<file path="config.mk">
export PLATFORM = sky130hd
export DESIGN_NAME = alu_seq64
export DESIGN_NICKNAME = d
export VERILOG_FILES = /design/src/rtl/alu_seq64_pkg.sv /design/src/rtl/alu_seq64_dec.sv /design/src/rtl/alu_seq64.sv
export SDC_FILE = /design/constraint.sdc
export NUM_CORES = 1
export LEC_CHECK = 0
export BUFFER_PORTS_ARGS = -buffer_cell sky130_fd_sc_hd__buf_2
export CAP_MARGIN = 20
export CORE_MARGIN = 5
export CORE_UTILIZATION = 45
export CTS_BUF_LIST = sky130_fd_sc_hd__clkbuf_4 sky130_fd_sc_hd__clkbuf_8
export DETAILED_ROUTE_END_ITERATION = 8
export GPL_ROUTABILITY_DRIVEN = 0
export PLACE_DENSITY_LB_ADDON = 0.12
export SLEW_MARGIN = 40
export SYNTH_ARGS = -nofsm -noshare
export SYNTH_HDL_FRONTEND = slang
export SYNTH_SLANG_ARGS = --single-unit
</file>
<file path="constraint.sdc">
create_clock -name clk -period 2.2 [get_ports clk]
set_clock_uncertainty 0.2 [all_clocks]
set_input_delay 0 -clock clk [delete_from_list [all_inputs] [get_ports clk]]
set_output_delay 0 -clock clk [all_outputs]
set_load 0.03 [all_outputs]
</file>
<file path="src/rtl/alu_seq64_pkg.sv">
// Shared definitions for the 64-bit sequencer over a 32-bit ALU:
// external ALU card codes, request op codes and sequencer states.
// Pure declarations, no logic.
package alu_seq64_pkg;

   // ALU card codes (function selects on alu_card)
   localparam logic [4:0] CARD_ADD   = 5'd1;
   localparam logic [4:0] CARD_ADDC  = 5'd2;
   localparam logic [4:0] CARD_SUB   = 5'd3;
   localparam logic [4:0] CARD_SUBC  = 5'd4;
   localparam logic [4:0] CARD_RSUB  = 5'd5;
   localparam logic [4:0] CARD_RSUBC = 5'd6;
   localparam logic [4:0] CARD_A     = 5'd7;
   localparam logic [4:0] CARD_B     = 5'd8;
   localparam logic [4:0] CARD_NOTA  = 5'd9;
   localparam logic [4:0] CARD_NOTB  = 5'd10;
   localparam logic [4:0] CARD_OR    = 5'd11;
   localparam logic [4:0] CARD_AND   = 5'd12;
   localparam logic [4:0] CARD_XNOR  = 5'd13;
   localparam logic [4:0] CARD_XOR   = 5'd14;
   localparam logic [4:0] CARD_NAND  = 5'd15;
   localparam logic [4:0] CARD_ZERO  = 5'd16;

   // Request op codes
   localparam logic [2:0] OP_ADD  = 3'd0;
   localparam logic [2:0] OP_SUB  = 3'd1;
   localparam logic [2:0] OP_RSUB = 3'd2;
   localparam logic [2:0] OP_AND  = 3'd3;
   localparam logic [2:0] OP_OR   = 3'd4;
   localparam logic [2:0] OP_XOR  = 3'd5;
   localparam logic [2:0] OP_XNOR = 3'd6;
   localparam logic [2:0] OP_NAND = 3'd7;

   // Sequencer states
   typedef enum logic [1:0] {
      ST_IDLE = 2'd0,
      ST_LO   = 2'd1,
      ST_HI   = 2'd2,
      ST_DONE = 2'd3
   } state_t;

endpackage

</file>
<file path="src/rtl/alu_seq64_dec.sv">
// Maps (op, half) to the ALU card and whether the op is carry-chained.
// Latency: combinational.
// Backpressure: none (pure decode).
module alu_seq64_dec
   import alu_seq64_pkg::*;
(
   input  logic [2:0] op,
   input  logic       half,
   output logic [4:0] card,
   output logic       use_carry
);

   // Arithmetic ops chain carry into the upper word; logic ops use one card for both halves
   always_comb begin
      card      = CARD_ZERO;
      use_carry = 1'b0;
      case (op)
         OP_ADD:  begin card = half ? CARD_ADDC  : CARD_ADD;  use_carry = 1'b1; end
         OP_SUB:  begin card = half ? CARD_SUBC  : CARD_SUB;  use_carry = 1'b1; end
         OP_RSUB: begin card = half ? CARD_RSUBC : CARD_RSUB; use_carry = 1'b1; end
         OP_AND:  card = CARD_AND;
         OP_OR:   card = CARD_OR;
         OP_XOR:  card = CARD_XOR;
         OP_XNOR: card = CARD_XNOR;
         OP_NAND: card = CARD_NAND;
         default: card = CARD_ZERO;
      endcase
   end

endmodule

</file>
<file path="src/rtl/alu_seq64.sv">
// 64-bit add/sub/logic built from two passes through an external 32-bit ALU.
// Latency: out_valid 3 cycles after accept; one request in flight, issue interval 4.
// Backpressure: result held in DONE until out_ready; in_ready low while busy, requests then ignored.
module alu_seq64
   import alu_seq64_pkg::*;
(
   input  logic        clk,
   input  logic        rst_n,
   input  logic        in_valid,
   output logic        in_ready,
   input  logic [2:0]  op,
   input  logic [63:0] opa,
   input  logic [63:0] opb,
   output logic        out_valid,
   input  logic        out_ready,
   output logic [63:0] result,
   output logic        carry,
   output logic        zero,
   output logic [31:0] alu_a,
   output logic [31:0] alu_b,
   output logic        alu_cin,
   output logic [4:0]  alu_card,
   input  logic [31:0] alu_f,
   input  logic        alu_cout,
   input  logic        alu_zero
);

   state_t      state;
   logic [2:0]  op_q;
   logic [63:0] opa_q;
   logic [63:0] opb_q;
   logic [31:0] res_lo;
   logic        c_lo;
   logic        z_lo;

   logic        half;
   logic [4:0]  dec_card;
   logic        dec_use_carry;

   assign half      = (state == ST_HI);
   assign in_ready  = (state == ST_IDLE);
   assign out_valid = (state == ST_DONE);

   alu_seq64_dec u_dec (
      .op        (op_q),
      .half      (half),
      .card      (dec_card),
      .use_carry (dec_use_carry)
   );

   // Drive the ALU from latched operands; parked at ZERO with zero operands when not sequencing
   always_comb begin
      alu_a    = 32'd0;
      alu_b    = 32'd0;
      alu_cin  = 1'b0;
      alu_card = CARD_ZERO;
      case (state)
         ST_LO: begin
            alu_a    = opa_q[31:0];
            alu_b    = opb_q[31:0];
            alu_card = dec_card;
         end
         ST_HI: begin
            alu_a    = opa_q[63:32];
            alu_b    = opb_q[63:32];
            alu_cin  = dec_use_carry & c_lo;
            alu_card = dec_card;
         end
         default: begin
            alu_a    = 32'd0;
            alu_b    = 32'd0;
            alu_cin  = 1'b0;
            alu_card = CARD_ZERO;
         end
      endcase
   end

   // Sequencer: accept, low word, high word, hold result until consumed
   always_ff @(posedge clk or negedge rst_n) begin
      if (!rst_n) begin
         state  <= ST_IDLE;
         op_q   <= 3'd0;
         opa_q  <= 64'd0;
         opb_q  <= 64'd0;
         res_lo <= 32'd0;
         c_lo   <= 1'b0;
         z_lo   <= 1'b0;
         result <= 64'd0;
         carry  <= 1'b0;
         zero   <= 1'b0;
      end else begin
         case (state)
            ST_IDLE: begin
               if (in_valid) begin
                  op_q  <= op;
                  opa_q <= opa;
                  opb_q <= opb;
                  state <= ST_LO;
               end
            end
            ST_LO: begin
               res_lo <= alu_f;
               c_lo   <= alu_cout;
               z_lo   <= alu_zero;
               state  <= ST_HI;
            end
            ST_HI: begin
               result <= {alu_f, res_lo};
               zero   <= z_lo & alu_zero;
               carry  <= dec_use_carry & alu_cout;
               state  <= ST_DONE;
            end
            ST_DONE: begin
               if (out_ready) state <= ST_IDLE;
            end
            default: state <= ST_IDLE;
         endcase
      end
   end

endmodule

</file>
==> flow_metrics.env <==
export IMPL_dieArea_sq_um=25300
export IMPL_slew_viol_final=0
export IMPL_power_total_mw=25.0
export IMPL_synth_xor_area_share_pct=0
export IMPL_cp_common_cell="buf_4"
export IMPL_syn_inst=673
export IMPL_grt_use_total_pct=21.3
export IMPL_initial_core_util_pct=45.8
export IMPL_critPathCapture="alu_a[9]"
export IMPL_fmax_mhz=456
export IMPL_switching_power_mw=9.91
export IMPL_clk_latency_ns=0.52
export IMPL_die_w_um=159
export IMPL_ys_seq_elements=233
export IMPL_worstSetupPathType="reg -> out"
export IMPL_finalSetupViolations=0
export IMPL_dp_hpwl_um=16400
export IMPL_critPathMaxFanout=9
export IMPL_core_sq_um=21800
export IMPL_r2r_start="state[1]"
export IMPL_ant_nets=0
export IMPL_hold_viol_final=0
export IMPL_cts_tree="done"
export IMPL_seq_power_share_pct=31.4
export IMPL_combPwrFrac_pct=52.6
export IMPL_synth_ff_type="dfrtp_1"
export IMPL_final_cells=1501
export IMPL_switching_share_pct=39.7
export IMPL_critical_path_max_stage_delay_ns=0.41
export IMPL_r2r_end="state[1]"
export IMPL_cts_root_buf="clkbuf_8"
export IMPL_wl_per_cell_um=18.3
export IMPL_worst_pin_slew_ns=0.338
export IMPL_irDropWorstVdd_mv=0.851
export IMPL_slew_headroom_pct=77.5
export IMPL_min_period_ns=2.19
export IMPL_async_flop_share_pct=100
export IMPL_portBuffers=306
export IMPL_synthesis_area_sq_um=9990
export IMPL_drv_cap=0
export IMPL_synth_simple_gate_area_share_pct=2.84
export IMPL_placed_cells=1236
export IMPL_drtPass1Iterations=4
export IMPL_path_cells="buf_6 -> ha_4 -> buf_4 -> buf_12 -> a22oi_2 -> nor2_1 -> buf_4"
export IMPL_power_density_nw_per_um2=1650
export IMPL_rows=54
export IMPL_grt_ovfl_total=0
export IMPL_grt_pass1_vias=8195
export IMPL_drc_errors=0
export IMPL_ys_warn_count=0
export IMPL_cts_buffer_depth=3
export IMPL_io_pins=307
export IMPL_synth_compound_area_share_pct=5.46
export IMPL_critPathLaunch="state[0]"
export IMPL_area_delta_synth_final_pct=51.2
export IMPL_drive_gt1_share_pct=55.5
export IMPL_required_ns=2.00
export IMPL_clock_sinks=233
export IMPL_status="complete, no violations"
export IMPL_synth_mux_area_share_pct=29.4
export IMPL_intPower_mw=15.1
export IMPL_die_y_um=159
export IMPL_htree_levels=2
export IMPL_grt_pass1_wl_um=44600
export IMPL_reg2reg_depth=6
export IMPL_cts_clk_slew_worst_paths_ns=0.06
export IMPL_num_vias=7488
export IMPL_power_leakage_nw=7.33
export IMPL_r2r_slack_ns=0.07
export IMPL_antenna_found_initial=1
export IMPL_wl_um=27500
export IMPL_hp_class="in -> reg"
export IMPL_period_share_pct=99.7
export IMPL_postPlaceCellArea_sq_um=12000
export IMPL_initialDrtViolationCount=190
export IMPL_crit_path_top_delay_cell="dfrtp_1"
export IMPL_hold_worst_slack_ns=0.0375
export IMPL_synth_distinct_cells=23
export IMPL_syn_nets=848
export IMPL_rsz0062_at_grt="yes"
export IMPL_worstSetupEndpointType="primary output"
export IMPL_power_frac_clock_pct=16.0
export IMPL_grt_max_degree=65
export IMPL_worstPathArrival_ns=1.99
export IMPL_numCtsBuffers=39
export IMPL_startpoint_type="flop"
export IMPL_ys_seq_area_share_pct=58.4
export IMPL_synthAdderAreaFrac_pct=0.752
export IMPL_fin_area_sq_um=15100
export IMPL_synth_edf_count=0
export IMPL_worstHoldStart="opa[32]"
export IMPL_avgSynthCellArea_sq_um=14.8
export IMPL_synth_top_family_by_area="multiplexers"
export IMPL_via_per_inst=4.99
export IMPL_nets=1367
[per-layer routing]
layer  global-route usage (%)  part of all wire (%)  vias up
li1                         -                     -     3445
met1                     28.6                    43     3693
met2                     33.5                    47      284
met3                     5.51                   6.7       66
met4                     7.68                   2.9        0
met5                        0                     0        -
[how the worst min path moves through the flow]
| stage | to | cells after the start | slack [ns] |
|---|---|---|---|
| floorplan | c_lo | 0 | -0.50 |
| global placement | result[54] | 1 | -0.25 |
| detailed placement | result[54] | 1 | -0.25 |
| CTS | opa_q[49] | 3 | 0.005 |
| global route | opb_q[59] | 3 | 0.02 |
| finish | opa_q[32] | 3 | 0.04 |
[Yosys cell counts (4+ instances only)]
cell,n,share of area (%)
a22oi_1,64,4.8
o21ai_0,4,0.20
inv_1,7,0.26
mux2_2,139,16
dfrtp_1,233,58
mux2_4,90,14
clkbuf_1,12,0.45
a21oi_1,4,0.20
nor2_1,66,2.5
ha_1,6,0.75
buf_2,23,1.2
buf_6,10,1.1
[final cells by class]
cell class,instances,area (sq um)
inverter,8,35.0
antenna,1,2.50
fill,1495,6730
clock buffer,62,778
sequential,233,5830
tap,280,350
multi-input combinational,385,3980
timing repair buffer,525,4080
clock inverter,7,42.5
[layout by cell type, fill, tap and decap left out, types with 5 or more instances in the layout]
master	Yosys	final
clkinv_2	0	5
nor2_1	66	63
buf_4	1	59
clkbuf_8	0	50
mux2_4	90	90
dfrtp_1	233	232
a22oi_1	64	50
mux2_2	139	139
dlygate4sd3_1	0	174
buf_12	0	15
clkbuf_4	0	13
inv_1	7	5
buf_6	10	7
a22oi_2	0	14
buf_2	23	260
[logic make-up after synthesis]
kind of cell / Yosys count
compound gates: 75
fa+ha+maj: 6
buf+inv: 55
flops: 233
mux: 231
simple gates: 73
[state kept, by name, summed over array words and instances, names as in the netlist, 2 cells and up]
name / flops
op_q: 3
res_lo: 32
opa_q: 64
result: 64
state: 2
opb_q: 64
[worst max-delay path, delay by kind of cell, from the launching register on]
kind	cells	cell delay [ns]
buffers and inverters	4	0.62
adder cells (fa/ha/maj)	1	0.21
flip-flops	1	0.41
AO/OA/AOI/OAI	1	0.16
AND/OR/NAND/NOR	1	0.09
[power groups by stage]
stage,clock network (mW),logic (mW),registers (mW)
floorplan,0,7.31,8.72
global placement,0,11.5,7.73
detailed placement,0,11.6,7.76
CTS,4.10,12.8,7.74
global route,4.29,14.0,8.09
finish,3.99,13.1,7.84
[repair_timing]
item | CTS | global route
endpoints found under the hold margin | 434 | 0
setup buffers | 9 | 7
hold buffers | 175 | 0
gates cloned | 4 | 0
endpoints found under the setup margin | 70 | 67
resized for setup | 46 | 53
pin swaps | 3 | 12
[stage by stage]
stage / TNS, ns / util, % / setup WS (ns)
after floorplan: 0 / - / 0.215
after global placement: 0 / 54.9 / 0.188
after detailed placement: 0 / 54.9 / 0.162
after CTS: -0.120 / 68.2 / -0.0264
after global routing: -1.31 / 69.2 / -0.0696
final: 0 / 69.2 / 0.00558
Power figures use the tool's default switching activity.
